**src/rtl/dram4116_ctrl.sv**
```systemverilog
// dram4116_ctrl: request/done front end for an MK4116 16K x 1 DRAM.
// Splits a flat 14-bit address into row/column phases and drives registered
// nRAS/nCAS/nWRITE/A/Din strobes; reads sample Dout during precharge.
// Optional feature macro: DRAM4116_REFRESH_EN adds a periodic RAS-only refresh
// engine (timer, row counter, RFR_* states). Without it nRAS falls only for accesses.
module dram4116_ctrl #(
  parameter int T_CAS            = 2,
  parameter int T_RP             = 2,
  parameter int T_RFR            = 3,
  parameter int REFRESH_INTERVAL = 16
) (
  input  logic        CLK,
  input  logic        RESET,
  input  logic        req,
  input  logic        we,
  input  logic [13:0] addr,
  input  logic        wdata,
  output logic        ready,
  output logic        done,
  output logic        rdata,
  output logic [6:0]  A,
  output logic        nRAS,
  output logic        nCAS,
  output logic        nWRITE,
  output logic        Din,
  input  logic        Dout
);

  typedef enum logic [2:0] {IDLE, ROW, RAS, COL, CAS, PRE, RFR_ROW, RFR_RAS} state_t;

  localparam int CW = 8;

  if (T_CAS < 1 || T_RP < 2 || T_RFR < 1 || REFRESH_INTERVAL < 8) begin : g_bad_params
    $error("dram4116_ctrl: timing parameter below its minimum");
  end

  state_t        state_q, state_d;
  logic [CW-1:0] cnt_q, cnt_d;
  logic [6:0]    a_q, a_d;
  logic [6:0]    col_q, col_d;
  logic          nRas_q, nRas_d;
  logic          nCas_q, nCas_d;
  logic          nWrite_q, nWrite_d;
  logic          din_q, din_d;
  logic          done_q, done_d;
  logic          rdata_q, rdata_d;
  logic          isRead_q, isRead_d;
  logic          inRfr_q, inRfr_d;
  logic          rfrDue;

`ifdef DRAM4116_REFRESH_EN
  localparam int TW = $clog2(REFRESH_INTERVAL);

  logic [TW-1:0] timer_q;
  logic          pending_q, pending_d;
  logic [6:0]    rfrRow_q, rfrRow_d;
  logic          wrap;

  // A wrap in the same cycle as an idle controller starts the refresh directly,
  // so a simultaneous request can never slip in ahead of it.
  assign wrap   = (timer_q == TW'(REFRESH_INTERVAL - 1));
  assign rfrDue = pending_q || wrap;

  // Free-running refresh timer, pending flag and refresh row counter.
  always_ff @(posedge CLK) begin
    if (RESET) begin
      timer_q   <= '0;
      pending_q <= 1'b0;
      rfrRow_q  <= '0;
    end else begin
      timer_q   <= wrap ? '0 : timer_q + 1'b1;
      pending_q <= pending_d;
      rfrRow_q  <= rfrRow_d;
    end
  end
`else
  assign rfrDue = 1'b0;
`endif

  assign ready  = (state_q == IDLE) && !rfrDue;
  assign done   = done_q;
  assign rdata  = rdata_q;
  assign A      = a_q;
  assign nRAS   = nRas_q;
  assign nCAS   = nCas_q;
  assign nWRITE = nWrite_q;
  assign Din    = din_q;

  // Next-state and next-output logic; outputs are computed for the state being entered.
  always_comb begin
    state_d  = state_q;
    cnt_d    = cnt_q;
    a_d      = a_q;
    col_d    = col_q;
    nRas_d   = nRas_q;
    nCas_d   = nCas_q;
    nWrite_d = nWrite_q;
    din_d    = din_q;
    done_d   = 1'b0;
    rdata_d  = rdata_q;
    isRead_d = isRead_q;
    inRfr_d  = inRfr_q;
`ifdef DRAM4116_REFRESH_EN
    pending_d = pending_q | wrap;
    rfrRow_d  = rfrRow_q;
`endif
    case (state_q)
      IDLE: begin
`ifdef DRAM4116_REFRESH_EN
        if (rfrDue) begin
          state_d   = RFR_ROW;
          a_d       = rfrRow_q;
          inRfr_d   = 1'b1;
          pending_d = 1'b0;
        end else
`endif
        if (req) begin
          state_d  = ROW;
          a_d      = addr[13:7];
          col_d    = addr[6:0];
          nWrite_d = ~we;
          din_d    = wdata;
          isRead_d = ~we;
          inRfr_d  = 1'b0;
        end
      end
      ROW: begin
        state_d = RAS;
        nRas_d  = 1'b0;
      end
      RAS: begin
        state_d = COL;
        a_d     = col_q;
      end
      COL: begin
        state_d = CAS;
        nCas_d  = 1'b0;
        cnt_d   = '0;
      end
      CAS: begin
        if (cnt_q == CW'(T_CAS - 1)) begin
          state_d  = PRE;
          nRas_d   = 1'b1;
          nCas_d   = 1'b1;
          nWrite_d = 1'b1;
          cnt_d    = '0;
        end else begin
          cnt_d = cnt_q + 1'b1;
        end
      end
      PRE: begin
        if (cnt_q == '0 && !inRfr_q) begin
          done_d = 1'b1;
          if (isRead_q) begin
            rdata_d = Dout;
          end
        end
        if (cnt_q == CW'(T_RP - 1)) begin
          state_d = IDLE;
          cnt_d   = '0;
        end else begin
          cnt_d = cnt_q + 1'b1;
        end
      end
`ifdef DRAM4116_REFRESH_EN
      RFR_ROW: begin
        state_d = RFR_RAS;
        nRas_d  = 1'b0;
        cnt_d   = '0;
      end
      RFR_RAS: begin
        if (cnt_q == CW'(T_RFR - 1)) begin
          state_d  = PRE;
          nRas_d   = 1'b1;
          cnt_d    = '0;
          rfrRow_d = rfrRow_q + 1'b1;
        end else begin
          cnt_d = cnt_q + 1'b1;
        end
      end
`endif
      default: begin
        state_d = IDLE;
      end
    endcase
  end

  // State and registered DRAM-side outputs; reset drops any access in flight.
  always_ff @(posedge CLK) begin
    if (RESET) begin
      state_q  <= IDLE;
      cnt_q    <= '0;
      a_q      <= '0;
      col_q    <= '0;
      nRas_q   <= 1'b1;
      nCas_q   <= 1'b1;
      nWrite_q <= 1'b1;
      din_q    <= 1'b0;
      done_q   <= 1'b0;
      rdata_q  <= 1'b0;
      isRead_q <= 1'b0;
      inRfr_q  <= 1'b0;
    end else begin
      state_q  <= state_d;
      cnt_q    <= cnt_d;
      a_q      <= a_d;
      col_q    <= col_d;
      nRas_q   <= nRas_d;
      nCas_q   <= nCas_d;
      nWrite_q <= nWrite_d;
      din_q    <= din_d;
      done_q   <= done_d;
      rdata_q  <= rdata_d;
      isRead_q <= isRead_d;
      inRfr_q  <= inRfr_d;
    end
  end

endmodule

```
**config.mk**
```make
export PLATFORM = sky130hd
export DESIGN_NAME = dram4116_ctrl
export DESIGN_NICKNAME = d
export VERILOG_FILES = /design/src/rtl/dram4116_ctrl.sv
export SDC_FILE = /design/constraint.sdc
export NUM_CORES = 1
export LEC_CHECK = 0
export CAP_MARGIN = 20
export CORE_MARGIN = 4
export CORE_UTILIZATION = 50
export DETAILED_ROUTE_END_ITERATION = 8
export GPL_TIMING_DRIVEN = 0
export PLACE_DENSITY = 0.84
export RECOVER_POWER = 50
export SETUP_SLACK_MARGIN = 0.02
export SKIP_CTS_REPAIR_TIMING = 1
export SLEW_MARGIN = 20
export SYNTH_ARGS = -nofsm -noshare
export SYNTH_HDL_FRONTEND = slang
export SYNTH_SLANG_ARGS = --single-unit
```
**constraint.sdc**
```tcl
create_clock -name CLK -period 4.5 [get_ports CLK]
set_clock_uncertainty 0.05 [all_clocks]
set_input_delay 0.9 -clock CLK [delete_from_list [all_inputs] [get_ports CLK]]
set_output_delay 0.9 -clock CLK [all_outputs]
set_load 0.02 [all_outputs]
```
Yosys cells after proc, flatten, opt, wreduce, memory -nomap -nowiden
Index checks and enable logic that the tools add are counted.
{"block": "word_totals", "output_inout_bits": 14, "elab_cells": 53, "register_bits": 32, "input_bits": 20}
{"block": "op_classes", "n_eq_ne": 9, "n_reduce_logical": 16, "bitwise_logic": 2, "muxes": 14, "addsub": 1}
{"cell": "3-bit one-hot mux with 6 select lines", "n": 1}
{"cell": "8-bit one-hot mux with 2 select lines", "n": 1}
{"cell": "7-bit one-hot mux with 2 select lines", "n": 1}
{"cell": "2-bit nonzero test", "n": 5}
{"cell": "3-bit two-way mux", "n": 3}
{"cell": "3-bit AND reduction", "n": 3}
{"cell": "8-bit by 1-bit adder with 8-bit output (second input constant)", "n": 1}
{"cell": "8-bit by 1-bit == test with 1-bit output (second input constant)", "n": 1}
{"cell": "8-bit logical NOT", "n": 1}
{"cell": "8-bit two-way mux", "n": 1}
{"cell": "2-bit AND reduction", "n": 4}
{"cell": "7-bit two-way mux", "n": 1}
{"cell": "3-bit by 2-bit == test with 1-bit output (second input constant)", "n": 2}
{"cell": "3-bit == test (second input constant)", "n": 2}
{"cell": "2-bit inequality test (second input constant)", "n": 3}
{"cell": "1-bit one-hot mux with 2 select lines", "n": 3}
{"cell": "2-bit OR reduction", "n": 2}
{"cell": "3-bit by 1-bit == test with 1-bit output (second input constant)", "n": 1}
{"cell": "3-bit logical NOT", "n": 1}
{"cell": "1-bit two-way mux", "n": 3}
{"cell": "1-bit inverter", "n": 2}

Logic depth before layout (Yosys ltp)
{"block": "logic_depth", "ltp_word": 3, "ltp_mapped": 6, "depth_no_buf": 6}

Least setup slack after synthesis
No wires, ideal clock.
{"block": "synth_path", "path_type": "reg-to-output", "start": "reg state_q[2]", "end": "out ready", "required_time_ns": 3.550, "t_arrival_ns": 0.975, "stages_incl_launch_ff": 3, "path_slack_ns": 2.575, "path_buffers": 1, "path_cell_list": "dfxtp_1 > buf_6 > nor3_1"}
{"block": "synth_between", "elab_chain_len": 1}
{"element": "start, declared", "line": "37", "source": "state_t state_q, state_d;"}
{"element": "start signal, assigned", "line": "204", "source": "state_q <= state_d;"}
{"element": "3-bit logical NOT", "line": "80", "source": "assign ready = (state_q == IDLE) && !rfrDue;"}
{"element": "end, declared", "line": "18", "source": "output logic ready,"}
Every way passes these cells.

Final worst setup path
{"block": "layout_path", "start": "reg state_q[1]", "end": "out ready"}
Same word-level chain as after synthesis.

==> run summary <==
The proportion of synthesized area in mux cells works out to 0. The share of layout cells above drive strength 1 was 0.0870. For the aggregate negative setup slack, the log shows 0 ns. Share of synthesized area occupied by flip-flops and latches: 0.438. The via count is 1,340.

For the area of the core, the log shows 2780 um^2. A synthesized cell averages 8.82 um^2. The logs give 0.211 for the logic gate share of total power and 0.459 for the sequential power share. The final antenna-violating net count was 0; the count of buffers inserted at the top-level ports was 33.

In this run, the number of DRC markers left after iteration 0 of detailed routing was 77. The die covers 3860 um^2. The clock input transition at the sequential cells of the worst setup and hold paths was 0.11 ns.

The simple logic cell fraction of the synthesized area is 0.259, and the synthesized net count is 189. Minimum clock period after layout: 2.67 ns. The share of synthesized flip-flops with an asynchronous set or reset was 0; the net switching power was 199 uW.

The aggregate global-route resource usage came out at 0.195. The worst setup path is launched from a register. The routed wire length per instance is 14.7 um. TritonCTS built the clock tree.

After synthesis, the largest family of logic cells by area is simple AND/OR/NAND/NOR gates. The number of register bits inferred by synthesis came out at 32. Number of fill cells in the layout: 228.

The worst-case clock buffer depth is 2. The library cell used most frequently in the layout, excluding fill and tap cells, is sky130_fd_sc_hd__nand2_1. The chip height was 62.1 um; the maximum number of pins on one net before global-route repair was 12. For the final HPWL from detailed placement, the log shows 2660 um. The Yosys step of the flow raised 0 warnings.

The logs give 0 for the initial antenna violation count and 0 for the count of final max-slew check failures. Max-cap violations in this run came to 0. The top cell types in the final layout, fill and taps aside, are sky130_fd_sc_hd__nand2_1 (33), sky130_fd_sc_hd__dfxtp_1 (32), sky130_fd_sc_hd__clkdlybuf4s50_1 (31), sky130_fd_sc_hd__a21oi_1 (20), sky130_fd_sc_hd__nor2_1 (10). The area share of xor/xnor cells in the synthesized design is 0.0239.

Setup repair after global routing left no endpoint under its margin. The run gives 0.411 ns as the worst-case hold slack. For this design the ratio of total power to cell area is 365 nW/um^2. In the final design database the tool counted 229 nets. The tools report the worst slew margin relative to its limit as 0.279. The run finished with clean final reports. The internal power of the cells totals 486 uW. The first global-routing pass estimated 6110 um of wire. The mapped netlist covers 1460 um^2.

Leakage power summed over all cells: 0.000677 uW. The synthesized instance count is 166, and the total congestion overflow after global routing is 0. The post-synthesis compound-gate area fraction works out to 0.208.

Wires add up to 3500 um. Via density per instance: 5.63. The count of boundary I/O pins was 34; the relative area change from synthesis to final layout was 28.3%. Across the VDD grid, the largest voltage drop is 0.289 mV. For the final routed DRC violation total, the log shows 0. The switching share of total power works out to 0.291. In the synthesized netlist the dominant register cell turns out to be sky130_fd_sc_hd__dfxtp_1.

In this run, CTS created clock tree buffers numbering 5. The number of enable flip-flop cells after synthesis is 0, and the pin slew with the least headroom to its limit is 1.08 ns. Routability-driven placement finished with a final weighted congestion of 0.822.

The root buffer cell chosen for the clock tree is sky130_fd_sc_hd__clkbuf_4. The kind of critical path is reg -> out. Row count: 19. From left edge to right edge, the die measures 62.1 um. The logs give 4 for the iteration count of the initial detailed-routing pass and 0.526 for the initial cell density of the core. Synthesis instantiated 38 different standard cells from the library. The run gives 32 as the clock sink count. Data on the critical path arrives at its endpoint at 1.72 ns.

Clock latency on the worst-skew pair: 0.34 ns. The relative contribution of the clock network to total power was 0.329; the via count of the first global-routing pass was 1,338. The category of the worst setup path capture point is an output port. The final setup violation count is 0. For the final antenna diode count, the log shows 0. Based on the critical path, the design can be clocked at up to 0.375 GHz.

The hold violation count in the final report is 0, and the final core utilization is 0.675. STA puts the critical path data required time at 3.55 ns. The final cycle utilization of the critical path works out to 0.593. The post-synthesis share of cell area spent on full adders, half adders and majority gates was 0.0256; the number of levels in the clock H-tree was 2.

In this run the worst hold path is classified as reg -> reg. The largest fanout on the critical path came out at 10.
## critical path, stage by stage (launching register included)
cell                              delay (ns)
sky130_fd_sc_hd__dfxtp_1                0.33
sky130_fd_sc_hd__buf_6                  0.14
sky130_fd_sc_hd__nor3_1                 0.25
sky130_fd_sc_hd__clkdlybuf4s50_1        0.66
## path summary, 6_finish.rpt
kind         slack, ns  cells past startpoint        to        from
min reg2reg       0.41                      2      A[1]        A[1]
min               0.41                      2      A[1]        A[1]
max reg2reg       2.21                      6  cnt_q[5]    cnt_q[1]
max               1.83                      3     ready  state_q[1]
## area by class of cell
class	count	area (um^2)	share of cell area
buffer	8	48.8	0.0260
clock buffer	5	37.5	0.0200
clock inverter	3	42.5	0.0227
inverter	3	11.3	0.00600
multi-input combinational	123	728	0.388
sequential	32	641	0.341
tap	31	38.8	0.0207
timing repair buffer	33	330	0.176
## state kept, by name, indices dropped and copies added (netlist names)
signal,count
A,7
Din,1
cnt_q,8
col_q,7
done,1
isRead_q,1
nCAS,1
nRAS,1
nWRITE,1
rdata,1
state_q,3
## Yosys cell counts, drive strengths merged, types with 4 or more instances
| cell type | n | area share |
|---|---|---|
| a21oi | 20 | 0.068 |
| a22oi | 8 | 0.041 |
| a31oi | 6 | 0.026 |
| and3 | 4 | 0.019 |
| buf | 6 | 0.033 |
| dfxtp | 32 | 0.44 |
| nand2 | 33 | 0.085 |
| nand3 | 4 | 0.014 |
| nor2 | 10 | 0.026 |
| o21ai | 4 | 0.014 |
| xnor2 | 4 | 0.024 |
## routing by layer
| metal | track usage | wire length, um | vias to the layer above | share of wire |
|---|---|---|---|---|
| li1 | - | - | 670 | - |
| met1 | 0.234 | 1530 | 629 | 0.44 |
| met2 | 0.295 | 1700 | 32 | 0.49 |
| met3 | 0.0613 | 157 | 9 | 0.045 |
| met4 | 0.133 | 103 | 0 | 0.029 |
| met5 | 0 | 0 | - | 0 |
## power groups by stage
stage | registers [uW] | clock network [uW] | logic [uW]
3_5_place_dp | 321 | 0 | 152
5_1_grt | 318 | 238 | 159
2_1_floorplan | 331 | 0 | 80.8
4_1_cts | 315 | 227 | 152
3_3_place_gp | 320 | 0 | 147
6_report | 315 | 225 | 145
## cell families after synthesis
kind of cell / count (synthesis)
adder cells (fa/ha/maj): 3
buffers and inverters: 11
flip-flops: 32
XOR/XNOR: 4
AND/OR/NAND/NOR: 69
AO/OA/AOI/OAI: 47
## stage by stage
step | cell area, um^2 | power [uW] | setup slack, ns | cells
4_1_cts | 1910 | 693 | 1.80 | 238
3_5_place_dp | 1830 | 473 | 1.99 | 230
5_1_grt | 1880 | 715 | 1.73 | 238
2_1_floorplan | 1460 | 412 | 2.58 | 166
3_3_place_gp | 1830 | 467 | 2.02 | 230
6_report | 1880 | 685 | 1.83 | 238
(Power assumes the default switching activity.)
